## src/rtl/riscv_defines.sv

```systemverilog
// Shared types and helpers for the push/pop micro-op sequencer.
// Holds the op/state enums, the minimum legal rlist and the slot-to-GPR map.
package riscv_defines;

  typedef enum logic [1:0] {
    PP_PUSH    = 2'd0,
    PP_POP     = 2'd1,
    PP_POPRET  = 2'd2,
    PP_POPRETZ = 2'd3
  } pushpop_op_e;

  typedef enum logic [2:0] {
    PP_IDLE  = 3'd0,
    PP_MEM   = 3'd1,
    PP_SPADJ = 3'd2,
    PP_ZERO  = 3'd3,
    PP_RET   = 3'd4
  } pp_state_e;

  localparam logic [3:0] PP_RLIST_MIN = 4'd4;
  localparam logic [4:0] PP_REG_SP    = 5'd2;
  localparam logic [4:0] PP_REG_A0    = 5'd10;

  // Slot k of the register list: x1, x8, x9, then x18..x27.
  function automatic logic [4:0] pp_reg_of(input logic [3:0] k);
    logic [4:0] r;
    case (k)
      4'd0:    r = 5'd1;
      4'd1:    r = 5'd8;
      4'd2:    r = 5'd9;
      default: r = 5'(k) + 5'd15;
    endcase
    return r;
  endfunction

endpackage

```

## src/rtl/riscv_pushpop_frame_calc.sv

```systemverilog
// Combinational frame sizing: register count, aligned frame size and the
// signed sp adjustment for one push/pop encoding.
module riscv_pushpop_frame_calc
  import riscv_defines::*;
#(
  parameter int XLEN        = 32,
  parameter int STACK_ALIGN = 16,
  parameter int SPIMM_W     = 5
) (
  input  logic [3:0]         rlist,
  input  logic [SPIMM_W-1:0] spimm,
  input  logic [1:0]         op,
  output logic [3:0]         n_regs,
  output logic [XLEN-1:0]    total,
  output logic [XLEN-1:0]    sp_adj,
  output logic               illegal
);

  localparam logic [XLEN-1:0] SLOT     = XLEN'(XLEN / 8);
  localparam logic [XLEN-1:0] ALIGN    = XLEN'(STACK_ALIGN);
  localparam logic [XLEN-1:0] ALIGN_M1 = XLEN'(STACK_ALIGN - 1);

  logic [XLEN-1:0] raw_bytes;
  logic [XLEN-1:0] base;

  always_comb begin
    illegal   = (rlist < PP_RLIST_MIN);
    // rlist 15 covers s10 and s11 together, so it saturates at 13 registers.
    n_regs    = (rlist == 4'd15) ? 4'd13 : (rlist - 4'd3);
    raw_bytes = XLEN'(n_regs) * SLOT;
    base      = (raw_bytes + ALIGN_M1) & ~ALIGN_M1;
    total     = base + XLEN'(spimm) * ALIGN;
    sp_adj    = (op == PP_PUSH) ? -total : total;
  end

endmodule

```

## src/rtl/riscv_pushpop_sequencer.sv

```systemverilog
// Zcmp push/pop expander: walks the register list through LSU requests, then
// adjusts sp, optionally clears a0 and optionally returns through ra.
module riscv_pushpop_sequencer
  import riscv_defines::*;
#(
  parameter int XLEN        = 32,
  parameter int STACK_ALIGN = 16,
  parameter int SPIMM_W     = 5
) (
  input  logic               clk,
  input  logic               rst_n,
  input  logic               start_i,
  input  logic [1:0]         op_i,
  input  logic [3:0]         rlist_i,
  input  logic [SPIMM_W-1:0] spimm_i,
  input  logic               stall_i,
  input  logic               kill_i,
  input  logic               mem_gnt_i,
  output logic               mem_req_o,
  output logic               mem_we_o,
  output logic [4:0]         mem_reg_o,
  output logic [XLEN-1:0]    mem_off_o,
  output logic               alu_we_o,
  output logic [4:0]         alu_rd_o,
  output logic [XLEN-1:0]    alu_imm_o,
  output logic               ret_o,
  output logic               busy_o,
  output logic               done_o,
  output logic               illegal_o,
  output logic [2:0]         dbg_state_o
);

  localparam logic [XLEN-1:0] SLOT = XLEN'(XLEN / 8);

  // Handshake: a memory step retires only when mem_req_o & mem_gnt_i are both
  // high with no stall and no kill; mem_req_o and its payload never depend on
  // mem_gnt_i and hold steady until that retirement.
  pp_state_e       state_q, state_d;
  logic [3:0]      j_q, n_q;
  logic [1:0]      op_q;
  logic [XLEN-1:0] total_q, sp_adj_q;
  logic            illegal_q;

  logic [3:0]      fc_n;
  logic [XLEN-1:0] fc_total, fc_sp_adj;
  logic            fc_illegal;
  logic            accept, step_ok;
  logic [XLEN-1:0] j_bytes;

  riscv_pushpop_frame_calc #(
    .XLEN(XLEN), .STACK_ALIGN(STACK_ALIGN), .SPIMM_W(SPIMM_W)
  ) u_frame_calc (
    .rlist   (rlist_i),
    .spimm   (spimm_i),
    .op      (op_i),
    .n_regs  (fc_n),
    .total   (fc_total),
    .sp_adj  (fc_sp_adj),
    .illegal (fc_illegal)
  );

  assign accept      = (state_q == PP_IDLE) && start_i && !stall_i;
  assign step_ok     = mem_gnt_i && !stall_i && !kill_i;
  assign j_bytes     = XLEN'(j_q) * SLOT;
  assign busy_o      = (state_q != PP_IDLE) || (accept && !fc_illegal);
  assign illegal_o   = illegal_q;
  assign dbg_state_o = state_q;

  always_ff @(posedge clk or negedge rst_n) begin
    if (!rst_n) begin
      state_q   <= PP_IDLE;
      j_q       <= '0;
      n_q       <= '0;
      op_q      <= '0;
      total_q   <= '0;
      sp_adj_q  <= '0;
      illegal_q <= 1'b0;
    end else begin
      state_q   <= state_d;
      illegal_q <= accept && fc_illegal;
      if (accept && !fc_illegal) begin
        j_q      <= 4'd1;
        n_q      <= fc_n;
        op_q     <= op_i;
        total_q  <= fc_total;
        sp_adj_q <= fc_sp_adj;
      end else if ((state_q == PP_MEM) && step_ok && (j_q != n_q)) begin
        j_q <= j_q + 4'd1;
      end else if (state_d == PP_IDLE) begin
        j_q <= '0;
      end
    end
  end

  always_comb begin
    state_d   = state_q;
    mem_req_o = 1'b0;
    mem_we_o  = 1'b0;
    mem_reg_o = '0;
    mem_off_o = '0;
    alu_we_o  = 1'b0;
    alu_rd_o  = '0;
    alu_imm_o = '0;
    ret_o     = 1'b0;
    done_o    = 1'b0;
    unique case (state_q)
      PP_IDLE: if (accept && !fc_illegal) state_d = PP_MEM;
      PP_MEM: begin
        // Step j moves slot N-j, so the highest-numbered register goes first.
        mem_req_o = 1'b1;
        mem_we_o  = (op_q == PP_PUSH);
        mem_reg_o = pp_reg_of(n_q - j_q);
        mem_off_o = (op_q == PP_PUSH) ? -j_bytes : (total_q - j_bytes);
        if (step_ok && (j_q == n_q)) state_d = PP_SPADJ;
      end
      PP_SPADJ: begin
        alu_we_o  = 1'b1;
        alu_rd_o  = PP_REG_SP;
        alu_imm_o = sp_adj_q;
        done_o    = (op_q == PP_PUSH) || (op_q == PP_POP);
        if (!stall_i) begin
          if (op_q == PP_POPRETZ)     state_d = PP_ZERO;
          else if (op_q == PP_POPRET) state_d = PP_RET;
          else                        state_d = PP_IDLE;
        end
      end
      PP_ZERO: begin
        alu_we_o = 1'b1;
        alu_rd_o = PP_REG_A0;
        if (!stall_i) state_d = PP_RET;
      end
      PP_RET: begin
        ret_o  = 1'b1;
        done_o = 1'b1;
        if (!stall_i) state_d = PP_IDLE;
      end
      default: state_d = PP_IDLE;
    endcase
    // A flush wins over stall and grant and silences every strobe at once.
    if (kill_i && (state_q != PP_IDLE)) begin
      state_d   = PP_IDLE;
      mem_req_o = 1'b0;
      mem_we_o  = 1'b0;
      mem_reg_o = '0;
      mem_off_o = '0;
      alu_we_o  = 1'b0;
      alu_rd_o  = '0;
      alu_imm_o = '0;
      ret_o     = 1'b0;
      done_o    = 1'b0;
    end
  end

endmodule

```

## config.mk

```make
export PLATFORM = sky130hd
export DESIGN_NAME = riscv_pushpop_sequencer
export DESIGN_NICKNAME = d
export VERILOG_FILES = /design/src/rtl/riscv_defines.sv /design/src/rtl/riscv_pushpop_frame_calc.sv /design/src/rtl/riscv_pushpop_sequencer.sv
export SDC_FILE = /design/constraint.sdc
export NUM_CORES = 1
export LEC_CHECK = 0
export CAP_MARGIN = 30
export CORE_UTILIZATION = 45
export DETAILED_ROUTE_END_ITERATION = 10
export PLACE_DENSITY = 0.86
export REMOVE_ABC_BUFFERS = 1
export SLEW_MARGIN = 20
export SYNTH_ARGS = -nofsm -noshare
export SYNTH_HDL_FRONTEND = slang
export SYNTH_SLANG_ARGS = --single-unit
```

## constraint.sdc

```tcl
create_clock -name clk -period 2.9 [get_ports clk]
set_clock_uncertainty 0.2 [all_clocks]
set_input_delay 0.58 -clock clk [delete_from_list [all_inputs] [get_ports clk]]
set_output_delay 0.58 -clock clk [all_outputs]
set_load 0.01 [all_outputs]
```

==> results.json, run 1 <==
{
  "met3_length_um": 550,
  "cp_cell_sequence": "buf_6, ha_4, nand2b_4, nand3_2, o31ai_2, a22oi_1, o21a_1, fa_2, buf_6, xor2_4, nand3_2, inv_2, and3_4, ha_4, a21oi_2, o21ai_1, o21a_1",
  "synthFlopType": "dfrtp_1",
  "rr_worst_depth": 8,
  "critPathLaunchType": "primary input",
  "critPathArrivalTime_ns": 3.15,
  "drt_first_pass_iters": 4,
  "final_max_slew_viol_count": 0,
  "p_comb_share_pct": 72.0,
  "clk_latency_ns": 0.28,
  "fp.dieW_um": 81.87,
  "h-tree-depth": 2,
  "clk_pin_slew_ns": 0.06,
  "crit_required_ns": 2.87,
  "cts_buffers": 5,
  "initial_utilization_pct": 47.63,
  "die_h_um": 81.87,
  "max_stage_delay_ns": 0.39,
  "period_share_pct": 109.6,
  "total_power_mw": 3.714,
  "final-setup-viol-count": 14,
  "clockRootBuffer": "clkbuf_8",
  "synth_cells": 356,
  "utilization_pct": 75.79,
  "synth_cell_type_count": 64,
  "async_flop_share_pct": 100.0,
  "ioPinCount": 101,
  "end_kind": "register",
  "endpoint": "sp_adj_q[9]",
  "layout_setup_ws_ns": -0.2779,
  "clock-sinks": 30,
  "synth_area_leaders": "dfrtp_1 (26%), buf_4 (11%), ha_1 (8.3%), nand2_1 (4.4%), a21oi_1 (3.5%)",
  "drt_iter0_markers": 130,
  "drive_gt1_share_pct": 41.77,
  "dp.cells": 526,
  "globalRouteOverflowTotal": 0,
  "crit_start": "rlist_i[0]",
  "synthAdderAreaFrac_pct": 10.07,
  "fmax_mhz": 314.7,
  "p_sw_mw": 1.646,
  "diodes": 0,
  "top_layer": "met4",
  "grt_first_pass_wirelength_um": 13600,
  "power.density_nw_per_um2": 813.4,
  "die-area_um2": 6702,
  "drt-total-wl_um": 9591,
  "syn_area_um2": 2870,
  "hold_class": "register to register",
  "wire_per_inst_um": 17.10,
  "wl_met2_um": 5165,
  "synth_mux_area_share_pct": 1.831,
  "num_vias": 3119,
  "synth_xor_area_share_pct": 5.144,
  "slowest_stage": "fa_2",
  "criticalPathCategory": "primary input to register",
  "p_seq_share_pct": 19.4,
  "drt.antenna.violating_nets": 0,
  "nets": 524,
  "antenna_found_initial": 0,
  "power.internal_mw": 2.069,
  "portBuffers": 91,
  "tightestPinTransition_ns": 0.7140,
  "grt_pass1_vias": 2895,
  "cts_buffer_depth": 2,
  "yosysWarnings": 0,
  "synth_top_area_share_pct": 26.16,
  "core_area_um2": 6026,
  "yosysSeqAreaShare_pct": 26.16,
  "r2r_slack_ns": 0.62,
  "synth_simple_gate_area_share_pct": 23.89,
  "rsz0062_at_grt": "yes",
  "wl_met1_um": 3509,
  "synth_edf_count": 0,
  "p_leak_nw": 2.227,
  "r2r-end": "j_q[2]",
  "layout_min_cycle_time_ns": 3.178,
  "drc": 0,
  "switching_share_pct": 44.30,
  "cap_violations": 0,
  "status": "finished with violations",
  "ir_drop_mv": 0.7554,
  "grt_max_degree": 37,
  "finalWeightedCongestion": 0.9054,
  "instances_no_fill": 561,
  "final.fill_count": 391,
  "rows": 28,
  "ys_ff_latch": 30,
  "area_growth_syn_to_layout_pct": 59.11,
  "synth_top_family_by_area": "simple AND/OR/NAND/NOR gates",
  "grt_usage_pct": 27.04,
  "cts_tree": "done",
  "finalHoldViolations": 0,
  "rr_startpoint": "j_q[2]",
  "avgSynthCellArea_um2": 8.063,
  "crit_fanout": 3,
  "synth_compound_area_share_pct": 16.96,
  "slew_headroom_pct": 52.22,
  "violations": "setup timing",
  "dp_hpwl_um": 5755,
  "yosysTopAreaCell": "dfrtp_1",
  "pwr-share-clk_pct": 8.5,
  "avgViaCountPerCell": 5.560
}
-- cell families after synthesis --
group           count (synthesis)
compound gates                 75
flops                          30
simple gates                  131
fa+ha+maj                      22
mux                             5
buf+inv                        76
other cells                     1
xor+xnor                       16
-- flip-flops by register name, indices dropped and copies added, names as in the netlist --
name and count:
sp_adj_q 11, illegal_o 1, dbg_state_o 3, op_q 2
j_q 4, n_q 4, total_q 5
-- power by group through the flow --
stage | clock, mW | sequential [mW] | combinational [mW]
detailed placement | 0 | 0.691 | 1.93
floorplan | 0 | 0.678 | 1.10
global route | 0.340 | 0.734 | 2.86
finish | 0.316 | 0.722 | 2.68
CTS | 0.308 | 0.695 | 2.22
global placement | 0 | 0.683 | 1.85
-- cells in the mapped netlist, drive strengths merged, types with 2 or more instances --
| cell | number |
|---|---|
| a211oi | 2 |
| a21o | 7 |
| a21oi | 22 |
| a31oi | 2 |
| and2 | 14 |
| buf | 47 |
| clkbuf | 10 |
| dfrtp | 30 |
| fa | 2 |
| ha | 19 |
| inv | 19 |
| mux2 | 2 |
| mux2i | 3 |
| nand2 | 34 |
| nand2b | 7 |
| nand3 | 11 |
| nand3b | 3 |
| nor2 | 25 |
| nor2b | 6 |
| nor3 | 14 |
| nor3b | 4 |
| o21a | 3 |
| o21ai | 24 |
| o31a | 2 |
| or2 | 2 |
| or3 | 3 |
| xnor2 | 9 |
| xor2 | 7 |
-- cell usage in the layout (no fill, tap or decap), types with 3 or more instances in the layout --
master and count:
inv_1 12, dfrtp_1 30, o21a_1 3, nand3_2 4
buf_6 22, clkdlybuf4s15_2 3, a21oi_2 10, and2_4 3
nor3_1 6, xnor2_1 6, nand2b_1 5, nor3_2 4
ha_4 9, inv_2 6, nand3_1 6, mux2i_1 3
conb_1 9, nor2b_1 4, nand3b_1 3, nand2_1 31
clkbuf_2 16, ha_1 8, a21o_1 7, nor3_4 4
o21ai_0 13, xor2_1 5, clkdlybuf4s50_1 27, buf_2 11
a21oi_1 10, nor2_1 22, buf_4 62, and2_1 10
o21ai_1 9, dlygate4sd2_1 29, clkbuf_8 5
-- worst min-delay path by stage --
| stage | slack, ns | end | cells past startpoint | start |
|---|---|---|---|---|
| after floorplan | 0.08 | dbg_state_o[0] | 0 | rst_n |
| after global placement | 0.25 | sp_adj_q[25] | 2 | sp_adj_q[25] |
| after detailed placement | 0.26 | sp_adj_q[25] | 2 | sp_adj_q[25] |
| after CTS | 0.28 | sp_adj_q[27] | 1 | sp_adj_q[27] |
| after global routing | 0.31 | sp_adj_q[27] | 1 | sp_adj_q[27] |
| final | 0.29 | sp_adj_q[27] | 1 | sp_adj_q[27] |
-- metrics by stage --
| stage | instance area [um2] | hold WS, ns | TNS [ns] | setup slack [ns] |
|---|---|---|---|---|
| 6_report | 4567 | 0.2901 | -2.561 | -0.2779 |
| 3_3_place_gp | 3920 | 0.2483 | -20.97 | -0.8752 |
| 4_1_cts | 4354 | 0.2756 | -1.886 | -0.2689 |
| 2_1_floorplan | 2517 | 0.08441 | -2.374 | -0.5664 |
| 5_1_grt | 4567 | 0.3077 | -4.021 | -0.4053 |
| 3_5_place_dp | 3920 | 0.2605 | -24.48 | -1.068 |
-- routing by layer --
| layer | track usage, % | vias to the layer above |
|---|---|---|
| met1 | 29.38 | 1506 |
| li1 | - | 1433 |
| met4 | 11.40 | 0 |
| met3 | 2.444 | 35 |
| met5 | 0 | - |
| met2 | 52.56 | 145 |
-- worst max-delay path: cells and delay by family --
kind | cells | cell delay [ns]
AOI/OAI and AO/OA | 6 | 0.76
xor gates and xnor gates | 1 | 0.16
adders and majority gates | 3 | 0.84
buffers and inverters | 3 | 0.33
and+or+nand+nor | 4 | 0.47
-- repair_timing --
action | 4_1_cts | 5_1_grt
pin swaps | 36 | 29
buffers inserted | 20 | 12
setup endpoints to repair | 76 | 68
hold buffers | 0 | 0
gates resized for setup | 197 | 75
cloned | 1 | 0
-- cell type report --
class	instances	area, um2	area share [%]
Tap cell	75	93.84	2.055
Clock buffer	7	76.32	1.671
Inverter	19	73.82	1.616
Multi-Input combinational cell	258	2138	46.82
Sequential cell	30	750.7	16.44
Timing Repair Buffer	172	1434	31.40
Power figures use the tool's default switching activity.
==> inputs of run 2 (changes only) <==
- GPL_TIMING_DRIVEN: unset -> 1
==> results of run 2 <==
No change in the layout: final DEF, timing and power equal those of run 1.
